File: src/rtl/dwrr_scheduler.sv
// dwrr_scheduler: deficit-weighted round-robin scheduler for output flows.
// Keeps a saturating credit counter per flow and grants one packet at a time
// to a requesting flow that still has credit. When no requesting flow has
// credit, it fetches the next flow number from the credit-order table and
// adds QUANTUM credits to that flow.
//
// Ports:
//   clk, rst        clock, synchronous active-high reset
//   flow_req        per-flow "packet queued" flags
//   grant_valid/    grant offer and granted flow (held until grant_ready)
//   grant_flow
//   grant_ready     datapath accepts the grant
//   pkt_done/       end of the granted packet and its credit cost
//   pkt_cost
//   ord_init_done   credit-order table ready
//   ord_rd_req      one-cycle pulse reading the next table entry
//   ord_flow        table output, valid two cycles after ord_rd_req
//   dbg_flow/       combinational credit read-back
//   dbg_credit
module dwrr_scheduler #(
   parameter int FLOW_W       = 3,
   parameter int MAX_CREDIT_W = 3,
   parameter int QUANTUM      = 4,
   localparam int unsigned NUM_FLOWS = 2**FLOW_W
) (
   input  logic                    clk,
   input  logic                    rst,
   input  logic [NUM_FLOWS-1:0]    flow_req,
   output logic                    grant_valid,
   output logic [FLOW_W-1:0]       grant_flow,
   input  logic                    grant_ready,
   input  logic                    pkt_done,
   input  logic [MAX_CREDIT_W-1:0] pkt_cost,
   input  logic                    ord_init_done,
   output logic                    ord_rd_req,
   input  logic [FLOW_W-1:0]       ord_flow,
   input  logic [FLOW_W-1:0]       dbg_flow,
   output logic [MAX_CREDIT_W-1:0] dbg_credit
);

   typedef enum logic [2:0] {
      S_INIT,
      S_SELECT,
      S_GRANT,
      S_BUSY,
      S_REFILL,
      S_WAIT1,
      S_WAIT2
   } state_t;

   localparam logic [MAX_CREDIT_W:0] CREDIT_MAX  = {1'b0, {MAX_CREDIT_W{1'b1}}};
   localparam logic [MAX_CREDIT_W:0] QUANTUM_EXT = (MAX_CREDIT_W+1)'(QUANTUM);

   state_t                  state_q, state_d;
   logic [MAX_CREDIT_W-1:0] credit_q [NUM_FLOWS];
   logic [MAX_CREDIT_W-1:0] credit_d [NUM_FLOWS];
   logic [FLOW_W-1:0]       rr_ptr_q, rr_ptr_d;
   logic                    grant_valid_q, grant_valid_d;
   logic [FLOW_W-1:0]       grant_flow_q, grant_flow_d;

   logic                    pick_found;
   logic [FLOW_W-1:0]       pick_flow;
   logic [FLOW_W-1:0]       pick_idx;
   logic [MAX_CREDIT_W:0]   spend_diff;
   logic [MAX_CREDIT_W:0]   refill_sum;

   // Round-robin search starting just after the last served flow; the index
   // wraps naturally through the FLOW_W-bit truncation.
   always_comb begin
      pick_found = 1'b0;
      pick_flow  = '0;
      pick_idx   = '0;
      for (int unsigned i = 1; i <= NUM_FLOWS; i++) begin
         pick_idx = rr_ptr_q + FLOW_W'(i);
         if (!pick_found && flow_req[pick_idx] && (credit_q[pick_idx] != '0)) begin
            pick_found = 1'b1;
            pick_flow  = pick_idx;
         end
      end
   end

   // One extra bit of headroom: a borrow out of the subtract means "clamp to
   // zero", a carry past CREDIT_MAX on the add means "clamp to max".
   always_comb begin
      spend_diff = {1'b0, credit_q[grant_flow_q]} - {1'b0, pkt_cost};
      refill_sum = {1'b0, credit_q[ord_flow]} + QUANTUM_EXT;
   end

   always_comb begin
      state_d       = state_q;
      credit_d      = credit_q;
      rr_ptr_d      = rr_ptr_q;
      grant_valid_d = grant_valid_q;
      grant_flow_d  = grant_flow_q;

      case (state_q)
         S_INIT: begin
            if (ord_init_done) begin
               state_d = S_SELECT;
            end
         end

         S_SELECT: begin
            // Idle flows forfeit any leftover credit.
            for (int unsigned f = 0; f < NUM_FLOWS; f++) begin
               if (!flow_req[f]) begin
                  credit_d[f] = '0;
               end
            end
            if (pick_found) begin
               grant_flow_d  = pick_flow;
               grant_valid_d = 1'b1;
               state_d       = S_GRANT;
            end else if (flow_req != '0) begin
               state_d = S_REFILL;
            end
         end

         S_GRANT: begin
            if (grant_ready) begin
               grant_valid_d = 1'b0;
               state_d       = S_BUSY;
            end
         end

         S_BUSY: begin
            if (pkt_done) begin
               credit_d[grant_flow_q] = spend_diff[MAX_CREDIT_W] ? '0
                                                                 : spend_diff[MAX_CREDIT_W-1:0];
               rr_ptr_d = grant_flow_q;
               state_d  = S_SELECT;
            end
         end

         S_REFILL: begin
            state_d = S_WAIT1;
         end

         S_WAIT1: begin
            state_d = S_WAIT2;
         end

         S_WAIT2: begin
            if (flow_req[ord_flow]) begin
               credit_d[ord_flow] = (refill_sum > CREDIT_MAX) ? CREDIT_MAX[MAX_CREDIT_W-1:0]
                                                              : refill_sum[MAX_CREDIT_W-1:0];
            end
            state_d = S_SELECT;
         end

         default: begin
            state_d = S_INIT;
         end
      endcase
   end

   always_ff @(posedge clk) begin
      if (rst) begin
         state_q       <= S_INIT;
         credit_q      <= '{default: '0};
         rr_ptr_q      <= '1;
         grant_valid_q <= 1'b0;
         grant_flow_q  <= '0;
      end else begin
         state_q       <= state_d;
         credit_q      <= credit_d;
         rr_ptr_q      <= rr_ptr_d;
         grant_valid_q <= grant_valid_d;
         grant_flow_q  <= grant_flow_d;
      end
   end

   assign grant_valid = grant_valid_q;
   assign grant_flow  = grant_flow_q;
   assign ord_rd_req  = (state_q == S_REFILL);
   assign dbg_credit  = credit_q[dbg_flow];

endmodule
File: config.mk
export PLATFORM = sky130hd
export DESIGN_NAME = dwrr_scheduler
export DESIGN_NICKNAME = d
export VERILOG_FILES = /design/src/rtl/dwrr_scheduler.sv
export SDC_FILE = /design/constraint.sdc
export NUM_CORES = 1
export LEC_CHECK = 0
export ABC_AREA = 1
export ABC_CLOCK_PERIOD_IN_PS = 3350
export CORE_AREA = 5 5 94 96
export CTS_BUF_LIST = sky130_fd_sc_hd__clkbuf_4 sky130_fd_sc_hd__clkbuf_8
export DETAILED_ROUTE_END_ITERATION = 6
export DIE_AREA = 0 0 99 101
export GPL_ROUTABILITY_DRIVEN = 0
export GPL_TIMING_DRIVEN = 0
export PLACE_DENSITY = 0.78
export SETUP_SLACK_MARGIN = 0.2
export SLEW_MARGIN = 30
export SYNTH_ARGS = -nofsm -noshare
export SYNTH_HDL_FRONTEND = slang
export SYNTH_SLANG_ARGS = --single-unit
export TNS_END_PERCENT = 100
File: constraint.sdc
create_clock -name clk -period 3.35 [get_ports clk]
set_input_delay 0.8375 -clock clk [delete_from_list [all_inputs] [get_ports clk]]
set_output_delay 0.8375 -clock clk [all_outputs]
set_load 0.01 [all_outputs]
==> impl_metrics.ini, run 1 <==
[setup_path]
end_kind = flip-flop
critical_path.endpoint = credit_q[17]$_SDFFE_PP0P_
cp-startpoint = grant_flow[0]$_SDFFE_PP0P_
rr_worst_depth = 15
critPathMaxFanout = 7
r2r_start = grant_flow[0]$_SDFFE_PP0P_
cp_data_arrival_time_ns = 3.26
worstSetupPathType = flip-flop to flip-flop
reg2reg_slack_ns = 0.26
cp.required_ns = 3.51
start_kind = flip-flop
r2r-end = credit_q[17]$_SDFFE_PP0P_

[synthesis]
synth.avg_cell_area_um2 = 5.59
syn_inst = 680
synth_seq_cells = 34
ys_warn_count = 0
synth_fp_nets = 708
synth_area_um2 = 3800
synthTopCellsByArea = dfxtp_1 (18%), a21oi_1 (15%), nand2_1 (13%)
synth_cell_types = 44
synth_common_cells = nand2_1 (132), a21oi_1 (115), inv_1 (90)
synth_edf_count = 0
async_flop_share_pct = 0
yosysTopAreaCell = dfxtp_1
synth.most_common_cell = nand2_1
ys.flop_type = dfxtp_1
synth_top_area_share_pct = 17.9
ys_seq_area_share_pct = 17.9

[drt]
wl_per_cell_um = 17.2
ant_nets = 0
dr.pass1.iters = 7
viasPerCell = 6.22
drt_iter0_drc = 911
vias = 5105
drc = 99
wirelength_um = 14100

[grt]
antenna_found_initial = 0
grt_pass1_wl_um = 22600
grt_pass1_vias = 4618
grt_max_degree = 12
gr-total-overflow = 0
gr-usage-all-layers_pct = 27.7

[timing]
setup_violations = 0
layout_min_cycle_time_ns = 3.09
maxSlewViolCount = 0
max_clock_freq_mhz = 323
tightest_slew_ns = 0.780
hold_viol_final = 0
fin_setup_tns_ns = 0
rsz0062_at_grt = yes
post-route-period-util_pct = 92.4
finClkSkew_ns = 0.0181
maxSlewHeadroom_pct = 47.6
holdWs_ns = 0.466

[run]
drv_cap = 0

[finish]
nets = 743
drive_above_1_share_pct = 9.50
design_area_um2 = 4410
area_growth_syn_to_layout_pct = 16.2
stdcell_count = 821
diodes = 0
fill_cells = 792

[power_and_ir_drop]
swShare_pct = 58.2
peakVddDrop_uv = 443
power_frac_comb_pct = 68.8
clock_power_share_pct = 9.0
p_per_area_nw_per_um2 = 844
totalPowerFinal_mw = 3.72
p_sw_mw = 2.17
internal_power_mw = 1.56
power_frac_seq_pct = 22.2
p_leak_nw = 1.87

[cts]
clkTransAtPathRegs_ns = 0.08
clock_latency_ns = 0.30
root_buffer = clkbuf_8
htree_levels = 2
cts_buffer_depth = 2
cts_buffers = 5
cts.sinks = 34
cts_tree = yes

[place]
dp_hpwl_um = 10600
placed_area_um2 = 4210
dp_cells = 813
numPortBuffers = 28

[die]
fp.dieW_um = 99
start_util_pct = 47.7
core_um2 = 7970
dieArea_um2 = 10000
ios = 30
die_h_um = 101
rows = 33

[run_status]
status = complete, but fails checks
violations = DRC

[hold_path]
hp-class = flip-flop to flip-flop
==> cell usage in the layout (no fill, tap or decap), drive strengths merged, types with 2 or more instances in the layout <==
cell,count
a21oi,116
a221oi,7
a31oi,5
buf,12
clkbuf,13
clkdlybuf4s50,23
clkinv,3
dfxtp,34
dlygate4sd2,4
ha,5
inv,95
nand2,135
nand3,50
nand4,4
nor2,77
nor3,13
o2111ai,2
o21a,5
o21ai,82
o22ai,15
xor2,3
==> worst max-delay path, stage by stage, from the launching register on <==
cell     delay, ns
dfxtp_2       0.39
inv_2         0.17
nor3_4        0.08
inv_1         0.15
o22ai_1       0.11
or4_1         0.56
inv_1         0.08
ha_1          0.15
inv_1         0.06
fa_1          0.37
xor2_1        0.16
o21ai_2       0.14
inv_2         0.12
o21ai_1       0.19
o21a_1        0.16
a21oi_1       0.06
==> stage by stage <==
stage / util, % / setup slack [ns]
final: 55.4 / 0.256
after global routing: 55.4 / 0.156
after CTS: 54.5 / 0.128
after detailed placement: 52.8 / -0.305
after global placement: 52.8 / -0.292
after floorplan: - / 0.613
==> layer usage <==
layer	track usage [%]	up-vias	share of wire, %
li1	-	2378	-
met1	34.4	2220	37
met2	44.4	393	44
met3	6.30	114	12
met4	15.1	0	7.0
met5	0	-	0
==> state kept, by name, summed over array words and instances (netlist names) <==
signal	cells
credit_q	24
grant_flow	3
grant_valid	1
rr_ptr_q	3
state_q	3
==> cell type report <==
cell class	instances	area (um2)	share of cell area [%]
clock buffer	6	82.6	1.87
timing repair buffer	29	285	6.46
clock inverter	2	12.5	0.284
buffer	18	96.3	2.18
inverter	97	367	8.31
multi-input combinational	530	2750	62.3
sequential	34	691	15.7
tap	105	131	2.98
==> worst min-delay path by stage <==
stage / startpoint / cells after the start / end
floorplan: grant_valid$_SDFFE_PP0P_ / 2 / grant_valid$_SDFFE_PP0P_
global placement: grant_valid$_SDFFE_PP0P_ / 2 / grant_valid$_SDFFE_PP0P_
detailed placement: grant_valid$_SDFFE_PP0P_ / 2 / grant_valid$_SDFFE_PP0P_
CTS: grant_valid$_SDFFE_PP0P_ / 2 / grant_valid$_SDFFE_PP0P_
global route: grant_valid$_SDFFE_PP0P_ / 2 / grant_valid$_SDFFE_PP0P_
finish: grant_valid$_SDFFE_PP0P_ / 2 / grant_valid$_SDFFE_PP0P_
==> timing repair <==
action / 4_1_cts / 5_1_grt
setup buffers: 0 / 1
resized for setup: 17 / 27
endpoints found under the setup margin: 27 / 29
hold buffers: 0 / 0
pin swaps: 0 / 2
==> cells by family (layout without fill, tap and decap cells) <==
group,Yosys count,in the layout,share of synthesized area (%)
AOI/OAI and AO/OA,235,235,33.4
xor gates and xnor gates,4,4,1.12
adders and majority gates,6,6,2.17
buffers and inverters,116,152,12.1
DFF,34,34,17.9
and+or+nand+nor,285,285,33.2
==> power by group through the flow <==
stage	Combinational [mW]	Sequential, mW	Clock (mW)
3_5_place_dp	2.34	0.777	0
2_1_floorplan	1.72	0.707	0
6_report	2.56	0.827	0.335
5_1_grt	2.81	0.837	0.351
4_1_cts	2.38	0.778	0.330
3_3_place_gp	2.25	0.773	0
(Power assumes the default switching activity.)
==> inputs of run 2 (changes only) <==
Settings changed: TNS_END_PERCENT 100 to unset.
==> results of run 2 <==
The final DEF is identical to that of run 1; final timing and power are the same.
